$ cat config.mk
export PLATFORM = sky130hd
export DESIGN_NAME = div_result_buf
export DESIGN_NICKNAME = d
export VERILOG_FILES = /design/src/rtl/div_result_buf.sv
export SDC_FILE = /design/constraint.sdc
export NUM_CORES = 1
export LEC_CHECK = 0
export BUFFER_PORTS_ARGS = -buffer_cell sky130_fd_sc_hd__buf_4
export CORE_ASPECT_RATIO = 1.75
export CORE_MARGIN = 1
export CORE_UTILIZATION = 50
export CTS_BUF_LIST = sky130_fd_sc_hd__clkbuf_8
export DETAILED_ROUTE_END_ITERATION = 10
export PLACE_DENSITY = 0.73
export SYNTH_ARGS = -nofsm -noshare
export SYNTH_HDL_FRONTEND = slang
export SYNTH_SLANG_ARGS = --single-unit
$ cat constraint.sdc
create_clock -name clk -period 3.6 [get_ports clk]
set_input_delay 0.72 -clock clk [delete_from_list [all_inputs] [get_ports clk]]
set_output_delay 0.72 -clock clk [all_outputs]
set_load 0.01 [all_outputs]
$ cat src/rtl/div_result_buf.sv
// Result-capture FIFO behind the sequential divider. It turns each completion or overflow
// edge into a saturated, flagged entry and streams the entries out over valid/ready.
module div_result_buf #(
  parameter int WIDTH = 32,
  parameter int FBITS = 29,
  parameter int DEPTH = 8
) (
  input  logic                       clk,
  input  logic                       rst_n,
  input  logic                       div_done,
  input  logic                       div_valid,
  input  logic                       div_dbz,
  input  logic                       div_ovf,
  input  logic [WIDTH-1:0]           div_val,
  input  logic                       q_neg,
  output logic                       hold,
  output logic                       m_valid,
  input  logic                       m_ready,
  output logic [WIDTH-1:0]           m_data,
  output logic                       m_dbz,
  output logic                       m_ovf,
  output logic [$clog2(DEPTH):0]     count,
  output logic                       overrun,
  input  logic                       clr_overrun
);

  localparam int PW = $clog2(DEPTH);
  localparam int CW = PW + 1;
  localparam logic [CW-1:0]    FULL_CNT = CW'(DEPTH);
  localparam logic [WIDTH-1:0] SAT_MAX  = {1'b0, {(WIDTH-1){1'b1}}};
  localparam logic [WIDTH-1:0] SAT_MIN  = {1'b1, {(WIDTH-1){1'b0}}};

  // The fraction position only matters to the consumer; the buffer never scales values.
  localparam int unused_fbits = FBITS;

  typedef struct packed {
    logic             dbz;
    logic             ovf;
    logic [WIDTH-1:0] data;
  } entry_t;

  entry_t          mem_q [DEPTH];
  entry_t          mem_d [DEPTH];
  logic [PW-1:0]   wr_ptr_q, wr_ptr_d;
  logic [PW-1:0]   rd_ptr_q, rd_ptr_d;
  logic [CW-1:0]   count_q, count_d;
  logic            ovf_q, ovf_d;
  logic            overrun_q, overrun_d;

  logic            ev;
  logic            full;
  logic            push;
  logic            pop;
  logic            drop;
  entry_t          new_entry;

  // div_valid = 0 without error flags is passed through as a plain value.
  logic unused_div_valid;
  assign unused_div_valid = div_valid;

  assign full    = (count_q == FULL_CNT);
  assign m_valid = (count_q != '0);
  assign hold    = full;
  assign count   = count_q;
  assign overrun = overrun_q;
  assign m_dbz   = mem_q[rd_ptr_q].dbz;
  assign m_ovf   = mem_q[rd_ptr_q].ovf;
  assign m_data  = mem_q[rd_ptr_q].data;

  // The divider raises overflow as a level with no done pulse, so its rising edge is an event.
  assign ev   = div_done | (div_ovf & ~ovf_q);
  assign pop  = m_valid & m_ready;
  assign push = ev & (~full | pop);
  assign drop = ev & full & ~pop;

  always_comb begin
    new_entry = '0;
    if (div_dbz) begin
      new_entry.data = q_neg ? SAT_MIN : SAT_MAX;
      new_entry.dbz  = 1'b1;
    end else if (div_ovf) begin
      new_entry.data = q_neg ? SAT_MIN : SAT_MAX;
      new_entry.ovf  = 1'b1;
    end else begin
      new_entry.data = div_val;
    end
  end

  always_comb begin
    mem_d     = mem_q;
    wr_ptr_d  = wr_ptr_q;
    rd_ptr_d  = rd_ptr_q;
    count_d   = count_q;
    ovf_d     = div_ovf;
    overrun_d = overrun_q;

    if (push) begin
      mem_d[wr_ptr_q] = new_entry;
      wr_ptr_d        = wr_ptr_q + PW'(1);
    end
    if (pop) begin
      rd_ptr_d = rd_ptr_q + PW'(1);
    end
    case ({push, pop})
      2'b10:   count_d = count_q + CW'(1);
      2'b01:   count_d = count_q - CW'(1);
      default: count_d = count_q;
    endcase

    if (drop) begin
      overrun_d = 1'b1;
    end else if (clr_overrun) begin
      overrun_d = 1'b0;
    end
  end

  // NOTE: the storage array is reset with the control state so that an empty buffer
  // reads back as all zeros, not as stale entries.
  always_ff @(posedge clk or negedge rst_n) begin
    if (!rst_n) begin
      for (int i = 0; i < DEPTH; i++) begin
        mem_q[i] <= '0;
      end
      wr_ptr_q  <= '0;
      rd_ptr_q  <= '0;
      count_q   <= '0;
      ovf_q     <= 1'b0;
      overrun_q <= 1'b0;
    end else begin
      mem_q     <= mem_d;
      wr_ptr_q  <= wr_ptr_d;
      rd_ptr_q  <= rd_ptr_d;
      count_q   <= count_d;
      ovf_q     <= ovf_d;
      overrun_q <= overrun_d;
    end
  end

endmodule

==> Yosys cells after proc, flatten, opt, wreduce, memory -nomap -nowiden <==
Cells that the tools add are included.
{ "word_totals": {"register_bits": 284, "wordCells": 70, "inputBits": 41, "out_inout_bits": 41} }
{ "classes": {"n_reduce_logical": 4, "n_addsub": 4, "bitwise_logic": 12, "mux": 15, "n_eq_ne": 3, "order_cmp": 3} }
{ "op_table": {"columns": ["cell", "count"], "rows": [
  ["$bwmux 272", 1],
  ["$bmux 34 s3", 1],
  ["$demux 34 s3", 1],
  ["$mux 34", 3],
  ["$mux 32", 3],
  ["$ge 4x4->1 const B", 2],
  ["$not 3->4", 2],
  ["$pmux 4 s2", 1],
  ["$add 3x1->3 const B", 2],
  ["$and 1x1->1", 5],
  ["$mux 1", 5],
  ["$add 4x1->4 const B", 1],
  ["$eq 4x4->1 const B", 1],
  ["$lt 4x1->1 const B", 1],
  ["$reduce_bool 2->1", 2],
  ["$reduce_bool 4->1", 1],
  ["$sub 4x1->4 const B", 1],
  ["$not 1->1", 3],
  ["$eq 2x1->1 const B", 1],
  ["$eq 2x2->1 const B", 1],
  ["$or 1x1->1", 2],
  ["$logic_and 1x1->1", 1]
]} }

==> Longest topological paths before layout <==
{ "logic_depth": {"word_depth": 6, "depth_mapped": 10, "depth_no_buf": 10} }

==> Least setup slack after synthesis <==
OpenSTA, ideal clock, no wires.
{ "synth_timing": {"path_kind": "register to register", "from": "register count_q[2], in the netlist count[2]", "to": "register count_q[3], in the netlist count[3]", "setup_ns": 0.126, "path_stages_with_launch": 8, "synth_period_minus_slack_ns": 2.888, "arrival_ns": 2.762, "path_slack_ns": 0.712, "n_path_buf": 0, "t_required_ns": 3.474, "cell_sequence": "dfrtp_1 or4b_4 o22ai_4 ha_1 or3b_2 a2111oi_0 a31oi_1 xnor2_1"} }
{ "synth_via": {"elab_chain_cells": 6, "word_cells_on_any_way": 12, "classes_between": "2 x add/sub; 3 x eq/ne; 1 x mux; 4 x bitwise; 2 x reduce/logical"} }
{ "synth_rtl": {"columns": ["element", "line", "rtl"], "rows": [
  ["start, declared", "46", "logic [CW-1:0] count_q, count_d;"],
  ["start signal, assigned", "133", "count_q <= count_d;"],
  ["$reduce_bool 4->1 / $eq 4x4->1 (equally long branches)", "62, 61", null],
  ["$and 1x1->1 / $not 1->1 (equally long branches)", "72, 73", null],
  ["$or 1x1->1", "73", "assign push = ev & (~full | pop);"],
  ["$and 1x1->1", "73", null],
  ["$eq 2x1->1 / $eq 2x2->1 (equally long branches)", "104", "case ({push, pop})"],
  ["$pmux 4 s2 / $reduce_bool 2->1 (equally long branches)", null, null]
]} }
Several ways; a longest one is shown, not always the timed one.
A chain may end at the register's enable or synchronous reset.

==> Final worst setup path <==
{ "layout_timing": {"from": "register rd_ptr_q[0]", "to": "output m_data[31]"} }
{ "layout_via": {"elab_chain_cells": 4} }
{ "layout_rtl": {"columns": ["element", "line", "rtl"], "rows": [
  ["start, declared", "45", "logic [PW-1:0] rd_ptr_q, rd_ptr_d;"],
  ["start signal, assigned", "132", "rd_ptr_q <= rd_ptr_d;"],
  ["$not 3->4 (not written as such)", "68", "assign m_data = mem_q[rd_ptr_q].data;"],
  ["$bmux 34 s3", "68", null],
  ["$mux 34 (not written as such) (2 in series)", "68", null],
  ["end, declared", "19", "output logic [WIDTH-1:0] m_data,"]
]} }
Every way passes these cells. The select of a mux whose other input is x is not followed.

==> results_dict.tcl <==
set metrics [dict create \
    tightest_slew_ns 0.775 \
    die_area_um2 27700 \
    clkLatencyLatePin_ns 0.56 \
    synth_edf_count 0 \
    core_um2 26600 \
    numCtsBuffers 42 \
    wl_per_cell_um 22.8 \
    final_common_cell "dfrtp_1" \
    worstPathRequired_ns 2.88 \
    fin_crit_ns 3.25 \
    hold_ws_ns 0.172 \
    rr_startpoint "count[2]" \
    yosys_warnings 0 \
    synthArstFlopShare 1.00 \
    timing.rr.end "count[3]" \
    ctsLongestPathBuffers 3 \
    grt_start_max_net_pins 98 \
    yosysSeqAreaShare 0.525 \
    grt_pass1_vias 8022 \
    post-route-period-util 0.902 \
    cts.repair.resized 0 \
    ff2ff_setup_slack_ns 0.47 \
    grt_antenna_before_repair 0 \
    final_cell_mix "281 x dfrtp_1, 194 x mux2_2, 116 x mux2_4" \
    power_density_nw_per_um2 984 \
    reg2reg_depth 7 \
    tns_ns 0 \
    synth-main-ff-cell "dfrtp_1" \
    slew_viol_final 0 \
    grt-ovfl-total 0 \
    clock-sinks 284 \
    rows 79 \
    avgSynthCellArea_um2 17.0 \
    synth_cells 797 \
    synthesis.area_um2 13500 \
    arrival_ns 2.53 \
    die_w_um 126 \
    rsz0062_at_grt "no" \
    clock.fmax_mhz 308 \
    startpoint_type "flip-flop" \
    setup_violations 0 \
    critPathKind "flip-flop to output pin" \
    die_h_um 220 \
    ant_nets 0 \
    ios 82 \
    syn_to_final_growth_pct 13.8 \
    fin_nets 939 \
    antenna_cells 0 \
    endpoint_kind "output pin" \
    p_leak_nw 6.89 \
    first_pass_iters 4 \
    cts_tree "built" \
    post_cts_buffers 0 \
    cp_max_fo 21 \
    port_buffers 80 \
    vias 7157 \
    hold_buffers 0 \
    grtUsageTotal 0.218 \
    initial_core_util 0.509 \
    skew_ns 0.0159 \
    synth.distinct_cells 33 \
    routed_wl_mm 28.3 \
    synthesis.nets 843 \
    dp_hpwl_mm 16.9 \
    hold_viol 0 \
    drv_cap 0 \
    grt_pass1_wl_mm 46.0 \
    place_congestion 0.739 \
    drc 0 \
    drive_gt1_frac 0.610 \
    synth-seq-cells 284 \
    relSlewSlack 0.484 \
    path_clk_slew_ns 0.07 \
    root_buffer "clkbuf_8" \
    via_per_inst 5.77 \
    vdd_drop_max_v 0.000509 \
    drt_iter0_drc 276 \
    cts.htree.levels 2 \
    hold_path.class "input pin to async pin" \
    status "finished, final reports clean" \
]
-- cells in the mapped netlist, drive strengths merged, types with 2 or more instances --
library cell	count	area (um2)
mux2	310	3930
dfrtp	284	7110
mux4	68	1530
a21o	31	233
buf	31	228
clkbuf	22	83.8
nor2	9	33.8
ha	5	62.6
inv	5	18.8
xnor2	5	43.8
nor3	4	58.8
xor2	4	35.0
nand2	2	7.51
nand2b	2	12.5
nor2b	2	12.5
-- power breakdown --
group	internal [mW]	switching, mW
registers	4.79	0.993
clock network	1.28	1.22
logic	4.39	2.47
total	10.5	4.69
-- area by class of cell --
type	instances	area, um2
inverter	5	18.8
fill	2019	11200
clock inverter	17	81.3
multi-input combinational	455	6130
sequential	284	7110
timing repair buffer	105	946
clock buffer	51	702
tap	324	405
-- cells by family after synthesis --
| group | Yosys count | share of synthesized area |
|---|---|---|
| multiplexers | 378 | 0.403 |
| flip-flops | 284 | 0.525 |
| buffers and inverters | 58 | 0.0244 |
| AO/OA/AOI/OAI | 38 | 0.0223 |
| AND/OR/NAND/NOR | 25 | 0.0140 |
| XOR/XNOR | 9 | 0.00583 |
| adder cells (fa/ha/maj) | 5 | 0.00462 |
-- sequential cells by signal, summed over array words and instances (netlist names) --
| signal | flops |
|---|---|
| overrun | 1 |
| mem_q | 272 |
| ovf_q | 1 |
| count | 4 |
| wr_ptr_q | 3 |
| rd_ptr_q | 3 |
-- critical path, cell delays in order (launching register included) --
cell and delay (ns):
dfrtp_4 0.70, buf_12 0.27, mux4_2 0.53, mux2_2 0.29, buf_4 0.14
-- stage by stage --
| stage | setup WS, ns | power (mW) | utilization | area [um2] | std cells |
|---|---|---|---|---|---|
| floorplan | 0.712 | 10.6 | - | 13500 | 797 |
| global placement | 0.566 | 12.6 | 0.550 | 14600 | 1173 |
| detailed placement | 0.466 | 12.8 | 0.550 | 14600 | 1173 |
| CTS | 0.263 | 15.3 | 0.579 | 15400 | 1241 |
| global route | 0.210 | 16.1 | 0.579 | 15400 | 1241 |
| finish | 0.353 | 15.1 | 0.579 | 15400 | 1241 |
-- how the worst max path moves through the flow --
stage | startpoint | endpoint | cells past startpoint
floorplan | count[2] | count[3] | 7
global placement | count[2] | count[3] | 7
detailed placement | count[2] | count[3] | 7
CTS | rd_ptr_q[0] | m_data[16] | 4
global route | rd_ptr_q[0] | m_data[16] | 4
finish | rd_ptr_q[0] | m_data[31] | 4
-- layer usage --
layer  routed length [um]  vias to the layer above  GRT usage
li1                     -                     3160          -
met1                12100                     3817      0.284
met2                14500                      132      0.372
met3                  990                       48     0.0345
met4                  685                        0     0.0699
met5                    0                        -          0
Power figures use the tool's default switching activity.
